[src/rtl/mtr_drv_pkg.sv]
// Shared types and defaults for the motor-side PWM driver.
package mtr_drv_pkg;

    localparam int unsigned CNT_W_DEF        = 11;
    localparam int unsigned DEAD_PERIODS_DEF = 2;

    typedef enum logic [1:0] {OFF, FWD, REV, DEAD} mtr_state_t;

    // Start-up decision used from OFF and when a dead interval expires.
    function automatic mtr_state_t launch_state(input logic spd_nz, input logic rev);
        if (!spd_nz) begin
            return OFF;
        end
        return rev ? REV : FWD;
    endfunction

endpackage

[src/rtl/mtr_side_pwm.sv]
// One motor: direction FSM with dead periods, period-aligned duty sampling
// and a registered forward/reverse gate pair.
module mtr_side_pwm
    import mtr_drv_pkg::*;
#(
    parameter int unsigned CNT_W        = CNT_W_DEF,
    parameter int unsigned DEAD_PERIODS = DEAD_PERIODS_DEF
) (
    input  logic             clk,
    input  logic             rst_n,
    input  logic [CNT_W-1:0] i_cnt,
    input  logic             i_wrap,
    input  logic             i_pwr_up,
    input  logic [CNT_W-1:0] i_spd,
    input  logic             i_rev,
    output logic             o_pwm_frwrd,
    output logic             o_pwm_rev
);

    localparam int unsigned       DEAD_W    = (DEAD_PERIODS > 1) ? $clog2(DEAD_PERIODS) : 1;
    localparam logic [DEAD_W-1:0] DEAD_LOAD = DEAD_W'(DEAD_PERIODS - 1);

    mtr_state_t        r_state;
    mtr_state_t        w_state_nxt;
    logic [CNT_W-1:0]  r_duty;
    logic [CNT_W-1:0]  w_duty_nxt;
    logic              r_dir;
    logic              w_dir_nxt;
    logic [DEAD_W-1:0] r_dead_cnt;
    logic [DEAD_W-1:0] w_dead_cnt_nxt;
    logic              r_pwm_frwrd;
    logic              r_pwm_rev;
    logic              w_drive;

    always_ff @(posedge clk) begin
        if (!rst_n) begin
            r_state    <= OFF;
            r_duty     <= '0;
            r_dir      <= 1'b0;
            r_dead_cnt <= '0;
        end else begin
            r_state    <= w_state_nxt;
            r_duty     <= w_duty_nxt;
            r_dir      <= w_dir_nxt;
            r_dead_cnt <= w_dead_cnt_nxt;
        end
    end

    // Power loss overrides everything; otherwise all decisions happen at wrap.
    always_comb begin
        w_state_nxt    = r_state;
        w_duty_nxt     = r_duty;
        w_dir_nxt      = r_dir;
        w_dead_cnt_nxt = r_dead_cnt;
        if (!i_pwr_up) begin
            w_state_nxt    = OFF;
            w_duty_nxt     = '0;
            w_dead_cnt_nxt = '0;
        end else if (i_wrap) begin
            w_duty_nxt = i_spd;
            w_dir_nxt  = i_rev;
            case (r_state)
                OFF: w_state_nxt = launch_state(i_spd != '0, i_rev);
                FWD, REV: begin
                    if (i_spd == '0) begin
                        w_state_nxt = OFF;
                    end else if (i_rev != (r_state == REV)) begin
                        w_state_nxt    = DEAD;
                        w_dead_cnt_nxt = DEAD_LOAD;
                    end
                end
                DEAD: begin
                    if (r_dead_cnt != '0) begin
                        w_dead_cnt_nxt = r_dead_cnt - DEAD_W'(1);
                    end else begin
                        w_state_nxt = launch_state(i_spd != '0, i_rev);
                    end
                end
                default: w_state_nxt = OFF;
            endcase
        end
    end

    assign w_drive = i_pwr_up && (i_cnt < r_duty);

    // Gates are steered by both state and sampled direction, so they can never overlap.
    always_ff @(posedge clk) begin
        if (!rst_n) begin
            r_pwm_frwrd <= 1'b0;
            r_pwm_rev   <= 1'b0;
        end else begin
            r_pwm_frwrd <= w_drive && (r_state == FWD) && !r_dir;
            r_pwm_rev   <= w_drive && (r_state == REV) && r_dir;
        end
    end

    assign o_pwm_frwrd = r_pwm_frwrd;
    assign o_pwm_rev   = r_pwm_rev;

endmodule

[src/rtl/mtr_drv_pwm.sv]
// Dual H-bridge PWM driver: shared period counter feeding two independent
// per-motor gate generators.
module mtr_drv_pwm
    import mtr_drv_pkg::*;
#(
    parameter int unsigned CNT_W        = CNT_W_DEF,
    parameter int unsigned DEAD_PERIODS = DEAD_PERIODS_DEF
) (
    input  logic             clk,
    input  logic             rst_n,
    input  logic             pwr_up,
    input  logic [CNT_W-1:0] lft_spd,
    input  logic             lft_rev,
    input  logic [CNT_W-1:0] rght_spd,
    input  logic             rght_rev,
    output logic             PWM_frwrd_lft,
    output logic             PWM_rev_lft,
    output logic             PWM_frwrd_rght,
    output logic             PWM_rev_rght,
    output logic             wrap
);

    logic [CNT_W-1:0] r_cnt;

    always_ff @(posedge clk) begin
        if (!rst_n) begin
            r_cnt <= '0;
        end else begin
            r_cnt <= r_cnt + CNT_W'(1);
        end
    end

    // Period end marker; decoded straight from the counter register.
    assign wrap = (r_cnt == '1);

    mtr_side_pwm #(
        .CNT_W        (CNT_W),
        .DEAD_PERIODS (DEAD_PERIODS)
    ) u_lft (
        .clk         (clk),
        .rst_n       (rst_n),
        .i_cnt       (r_cnt),
        .i_wrap      (wrap),
        .i_pwr_up    (pwr_up),
        .i_spd       (lft_spd),
        .i_rev       (lft_rev),
        .o_pwm_frwrd (PWM_frwrd_lft),
        .o_pwm_rev   (PWM_rev_lft)
    );

    mtr_side_pwm #(
        .CNT_W        (CNT_W),
        .DEAD_PERIODS (DEAD_PERIODS)
    ) u_rght (
        .clk         (clk),
        .rst_n       (rst_n),
        .i_cnt       (r_cnt),
        .i_wrap      (wrap),
        .i_pwr_up    (pwr_up),
        .i_spd       (rght_spd),
        .i_rev       (rght_rev),
        .o_pwm_frwrd (PWM_frwrd_rght),
        .o_pwm_rev   (PWM_rev_rght)
    );

endmodule

[config.mk]
export PLATFORM = sky130hd
export DESIGN_NAME = mtr_drv_pwm
export DESIGN_NICKNAME = d
export VERILOG_FILES = /design/src/rtl/mtr_drv_pkg.sv /design/src/rtl/mtr_side_pwm.sv /design/src/rtl/mtr_drv_pwm.sv
export SDC_FILE = /design/constraint.sdc
export NUM_CORES = 1
export LEC_CHECK = 0
export ABC_AREA = 1
export CELL_PAD_IN_SITES_DETAIL_PLACEMENT = 0
export CELL_PAD_IN_SITES_GLOBAL_PLACEMENT = 1
export CORE_ASPECT_RATIO = 1.2
export CORE_MARGIN = 2
export CORE_UTILIZATION = 43
export CTS_CLUSTER_DIAMETER = 150
export DETAILED_ROUTE_END_ITERATION = 10
export PLACE_DENSITY_LB_ADDON = 0.2
export SLEW_MARGIN = 5
export SYNTH_ARGS = -nofsm -noshare
export SYNTH_HDL_FRONTEND = slang
export SYNTH_SLANG_ARGS = --single-unit
[constraint.sdc]
create_clock -name clk -period 2.96 [get_ports clk]
set_clock_uncertainty 0.1 [all_clocks]
set_input_delay 0.444 -clock clk [delete_from_list [all_inputs] [get_ports clk]]
set_output_delay 0.444 -clock clk [all_outputs]
set_load 0.1 [all_outputs]
==> impl_metrics.tcl, run 1 <==
set metrics [dict create \
    htreeDepth 2 \
    rows 30 \
    coreArea_sq_um 5630 \
    final_cells 448 \
    grt_max_degree 40 \
    viasPerCell 4.830 \
    swShare_pct 23.23 \
    p_leak_nw 1.291 \
    final_nets 440 \
    seqPwrFrac_pct 55.6 \
    relSlewSlack_pct 52.80 \
    worstSetupPathType "reg -> out" \
    grt-busiest-layer "met2" \
    grt_antenna_before_repair 0 \
    grt_overflow 0 \
    dr.pass1.iters 4 \
    worstHoldStart "u_rght.r_duty[7]$_SDFFE_PN0P_" \
    wirelength_microns 5375 \
    grtUsageMet1_pct 24.54 \
    cap_violations 0 \
    track_usage_pct 18.59 \
    cts_tree "done" \
    ctsHoldBuffers 0 \
    worstSetupEndpointType "output port" \
    register_area_sq_um 900.9 \
    cts_setup_buffers 0 \
    p_sw_w 0.0002558 \
    met2_usage_pct 31.57 \
    layout_common_cells "inv_1, nand2_1, nor2_1" \
    synth_warnings 0 \
    post_cts_resized 0 \
    cp_max_fo 12 \
    drv_slew 0 \
    hold_viol 0 \
    grt_pass1_wl_microns 9390 \
    clkTransAtPathRegs_ns 0.08 \
    n_fill_cell 567 \
    vias 2164 \
    syn_area_sq_um 2507 \
    io_pins 32 \
    insertion_delay_ns 0.29 \
    rsz0062_at_grt "false" \
    clock_power_share_pct 35.5 \
    setup-tns-final_ns 0 \
    grt_pass1_vias 2102 \
    synth_seq_cells 45 \
    hold_ws_ns 0.3620 \
    layout_commonest_cell "inv_1" \
    critPathLaunch "r_cnt[1]$_SDFF_PN0_" \
    max_freq_mhz 418.5 \
    outcome "complete, no violations" \
    hold_path_class "reg -> reg" \
    r2r_start "r_cnt[1]$_SDFF_PN0_" \
    cts_inserted_buffers 5 \
    syn_inst 352 \
    drtIter0Drc 69 \
    syn_avg_cell_area_sq_um 7.123 \
    wl_per_cell_microns 12.00 \
    grt_util_met3_pct 3.452 \
    ys_seq_area_share_pct 35.93 \
    syn2layout_area_growth_pct 17.91 \
    internal_power_w 0.0008454 \
    finalCriticalPeriod_ns 2.389 \
    clock-sinks 45 \
    die_h_microns 87.65 \
    p_per_area_nw_per_um2 372.4 \
    min_period_over_period_pct 80.72 \
    placed_cells 441 \
    layout-drive-gt1-share_pct 5.990 \
    setup_violations 0 \
    synthDistinctLibCells 22 \
    syn_nets 408 \
    tightest_slew_ns 0.7073 \
    drc 0 \
    clockRootBuffer "clkbuf_8" \
    combPwrFrac_pct 8.9 \
    multi_input_area_sq_um 1346 \
    ir_worst_vdd_mv 0.1853 \
    portBuffers 31 \
    initial_core_util_pct 44.53 \
    clockBufferDepth 2 \
    die_w_microns 73.71 \
    die_area_sq_um 6461 \
    worst_setup_path_start_kind "register" \
    diodes 0 \
    arrival_ns 1.85 \
    place.detailed.hpwl_microns 4279 \
    worstPathRequired_ns 2.42 \
    ant_nets 0 \
    gp_congestion 0.7530 \
    final_util_pct 52.51 \
]
layer usage:
layer,share of wire [%],up-vias,routed length [microns]
li1,-,1186,-
met1,47,949,2546
met2,49,25,2616
met3,3.1,4,165
met4,0.87,0,47
met5,0,-,0
critical path, cell delays in order (launching register included):
cell and delay [ns]:
dfxtp_1 0.42, ha_1 0.19, nand2_1 0.10, nor2_4 0.19, nand3_2 0.11, inv_1 0.31
buf_12 0.23
area by class of cell:
class                           count  area share [%]
Multi-Input combinational cell    241           45.54
Sequential cell                    45           30.47
Timing Repair Buffer               33           11.00
Inverter                           58           7.364
Clock buffer                        7           2.920
Tap cell                           64           2.708
synth_stat cells:
cell type / number / area, sq um
ha_1: 29 / 362.9
nor2_1: 54 / 202.7
nand3_2: 1 / 10.01
and3_1: 1 / 6.260
a21oi_1: 37 / 185.2
clkbuf_1: 5 / 18.77
o21a_1: 2 / 15.01
a21o_1: 1 / 7.510
o21ai_0: 26 / 130.1
nand4_1: 4 / 25.02
inv_1: 58 / 217.7
or2_2: 1 / 6.260
a211oi_1: 2 / 15.01
buf_4: 1 / 7.510
nand2_1: 57 / 214.0
nand3_1: 17 / 85.08
buf_2: 1 / 5.000
nor2_4: 5 / 56.30
dfxtp_1: 45 / 900.9
buf_6: 1 / 11.26
nand2_2: 3 / 18.77
a31oi_1: 1 / 6.260
final timing paths:
| kind | end | cells past startpoint | slack [ns] |
|---|---|---|---|
| min | u_rght.r_duty[7]$_SDFFE_PN0P_ | 2 | 0.36 |
| max reg2reg | u_lft.r_dead_cnt$_SDFFE_PN0P_ | 9 | 1.08 |
| min reg2reg | u_rght.r_duty[7]$_SDFFE_PN0P_ | 2 | 0.36 |
| max | wrap | 6 | 0.57 |
kinds of logic after synthesis:
kind of cell,synth area share (%)
flops,35.93
buf+inv,10.38
fa+ha+maj,14.47
compound gates,14.32
simple gates,24.90
flip-flops by register name, summed over array words and instances (netlist names), 2 cells and up:
signal	count
r_cnt	11
u_lft.r_duty	11
u_rght.r_duty	11
u_lft.r_state	2
u_rght.r_state	2
stage by stage:
stage                     area, sq um  worst slack, ns  power [W]
after detailed placement         2870           0.8128  0.0007260
after CTS                        2957           0.5561   0.001117
after floorplan                  2507            1.127  0.0006712
after global routing             2957           0.4090   0.001152
after global placement           2870           0.8647  0.0007247
final                            2957           0.5706   0.001101
power by group through the flow:
stage | clock [W] | sequential, W | combinational (W)
floorplan | 0 | 0.000625 | 0.0000458
global placement | 0 | 0.000627 | 0.0000981
detailed placement | 0 | 0.000627 | 0.0000990
CTS | 0.000405 | 0.000613 | 0.0000994
global route | 0.000427 | 0.000614 | 0.000111
finish | 0.000391 | 0.000613 | 0.0000979
No activity file was read; power rests on OpenSTA's default activity.
==> inputs of run 2 (changes only) <==
--- a/config.mk
+++ b/config.mk
@@ -10,7 +10,7 @@
 export CELL_PAD_IN_SITES_GLOBAL_PLACEMENT = 1
 export CORE_ASPECT_RATIO = 1.2
 export CORE_MARGIN = 2
-export CORE_UTILIZATION = 43
+export CORE_UTILIZATION = 36
 export CTS_CLUSTER_DIAMETER = 150
 export DETAILED_ROUTE_END_ITERATION = 10
 export PLACE_DENSITY_LB_ADDON = 0.2
==> constraint.sdc (replaced) <==
create_clock -name clk -period 1.9 [get_ports clk]
set_clock_uncertainty 0.1 [all_clocks]
set_input_delay 0.285 -clock clk [delete_from_list [all_inputs] [get_ports clk]]
set_output_delay 0.285 -clock clk [all_outputs]
set_load 0.1 [all_outputs]
==> run 2 against run 1 <==
Total power increased by 56%. Utilization decreased by 7.4 points. First-iteration DRC count decreased by 10%. Register-to-register slack got worse by 0.93 ns. Sequential power increased by 56%. Worst setup slack got worse by 0.48 ns. Critical path depth unchanged. Design area increased by 3.2%. Largest power group unchanged.
==> impl_metrics.tcl, run 2 (synthesis gave the netlist of run 1 again) <==
set metrics [dict create \
    outcome "complete, no violations" \
    grt_max_degree 40 \
    die_area_sq_um 7651 \
    clkTransAtPathRegs_ns 0.08 \
    worstSetupEndpointType "output port" \
    reg.largest.list "r_cnt (11), u_lft.r_duty (11), u_rght.r_duty (11)" \
    cap_violations 0 \
    coreArea_sq_um 6771 \
    setup_violations 0 \
    diodes 0 \
    clockBufferDepth 2 \
    clock_power_share_pct 35.4 \
    layout-drive-gt1-share_pct 8.929 \
    die_w_microns 80.19 \
    p_per_area_nw_per_um2 562.3 \
    seqPwrFrac_pct 55.6 \
    portBuffers 31 \
    vias 2226 \
    r2r_start "r_cnt[0]$_SDFF_PN0_" \
    cts_tree "done" \
    combPwrFrac_pct 9.0 \
    htreeDepth 2 \
    worstPathRequired_ns 1.51 \
    tightest_slew_ns 0.4148 \
    grt_pass1_wl_microns 9494 \
    viasPerCell 4.647 \
    grt_antenna_before_repair 0 \
    arrival_ns 1.42 \
    worstSetupPathType "reg -> out" \
    drtIter0Drc 62 \
    dr.pass1.iters 5 \
    gp_congestion 0.7909 \
    drv_slew 0 \
    wl_per_cell_microns 11.63 \
    layout_common_cells "nand2_1, inv_1, nor2_1" \
    grt_pass1_vias 2111 \
    cp_max_fo 4 \
    ant_nets 0 \
    hold_viol 0 \
    critPathLaunch "r_cnt[0]$_SDFF_PN0_" \
    relSlewSlack_pct 72.35 \
    internal_power_w 0.001320 \
    p_leak_nw 1.332 \
    worstHoldStart "r_cnt[0]$_SDFF_PN0_" \
    hold_ws_ns 0.3454 \
    drc 0 \
    swShare_pct 23.06 \
    hold_path_class "reg -> reg" \
    grt_overflow 0 \
    ir_worst_vdd_mv 0.2638 \
    n_fill_cell 742 \
    worst_setup_path_start_kind "register" \
    track_usage_pct 16.06 \
    cts_inserted_buffers 5 \
    initial_core_util_pct 37.03 \
    min_period_over_period_pct 95.24 \
    clockRootBuffer "clkbuf_8" \
    dpl_cell_area_sq_um 2944 \
    max_freq_mhz 552.6 \
    insertion_delay_ns 0.29 \
    syn2layout_area_growth_pct 21.71 \
    io_pins 32 \
    die_h_microns 95.42 \
    design_area_sq_um 3052 \
    wirelength_microns 5571 \
    clock-sinks 45 \
    ctsHoldBuffers 0 \
    final_nets 448 \
    finalCriticalPeriod_ns 1.810 \
    rows 33 \
    p_sw_w 0.0003957 \
    place.detailed.hpwl_microns 4421 \
]
run 2: changes by cell type in the layout (fill, tap and decap cells not counted), sizes merged:
| cell | delta |
|---|---|
| buf | +8 |
run 2: cell type report:
| type | instances | area, sq um | area share (%) |
|---|---|---|---|
| clock buffers | 7 | 86.33 | 2.829 |
| inverters | 58 | 220.2 | 7.216 |
| multi-input cells | 241 | 1346 | 44.12 |
| flip-flops and latches | 45 | 904.6 | 29.64 |
| well taps | 87 | 108.9 | 3.567 |
| repair buffers | 41 | 385.4 | 12.63 |
run 2: metrics by stage:
step | TNS [ns] | setup slack (ns) | utilization (%) | power [W] | cells
2_1_floorplan | 0 | 0.2215 | - | 0.001046 | 352
3_3_place_gp | 0 | 0.1737 | 43.48 | 0.001133 | 470
3_5_place_dp | 0 | 0.1715 | 43.48 | 0.001131 | 470
4_1_cts | 0 | 0.008038 | 44.81 | 0.001746 | 477
5_1_grt | -0.003803 | -0.003803 | 45.07 | 0.001803 | 479
6_report | 0 | 0.09045 | 45.07 | 0.001716 | 479
run 2: layer usage:
metal | global-route usage (%) | part of all wire, % | routed length, microns
met1 | 19.63 | 48 | 2664
met2 | 27.92 | 49 | 2705
met3 | 3.409 | 2.0 | 111
met4 | 5.367 | 1.6 | 90
met5 | 0 | 0 | 0
run 2: worst paths after layout:
kind / end / cells past startpoint / slack (ns)
hold reg to reg: r_cnt[0]$_SDFF_PN0_ / 1 / 0.35
hold / removal: r_cnt[0]$_SDFF_PN0_ / 1 / 0.35
setup reg to reg: u_lft.r_dead_cnt$_SDFFE_PN0P_ / 8 / 0.15
setup / recovery: wrap / 6 / 0.09
run 2: worst max-delay path, cell delays in order (launching register included):
cell,delay (ns)
dfxtp_2,0.36
ha_1,0.17
nand2_1,0.10
nor2_4,0.11
nand3_2,0.11
inv_4,0.10
buf_12,0.17
run 2: power by group through the flow:
stage,clock (W),sequential (W),combinational [W]
after CTS,0.000636,0.000954,0.000156
final,0.000608,0.000954,0.000154
after floorplan,0,0.000974,0.0000713
after global routing,0.000671,0.000956,0.000176
after detailed placement,0,0.000976,0.000155
after global placement,0,0.000976,0.000157
run 2: repair_timing:
item / in CTS / in global routing
setup endpoints to repair: 1 / 5
pin swaps: 0 / 0
resized for setup: 3 / 2
setup buffers: 0 / 2
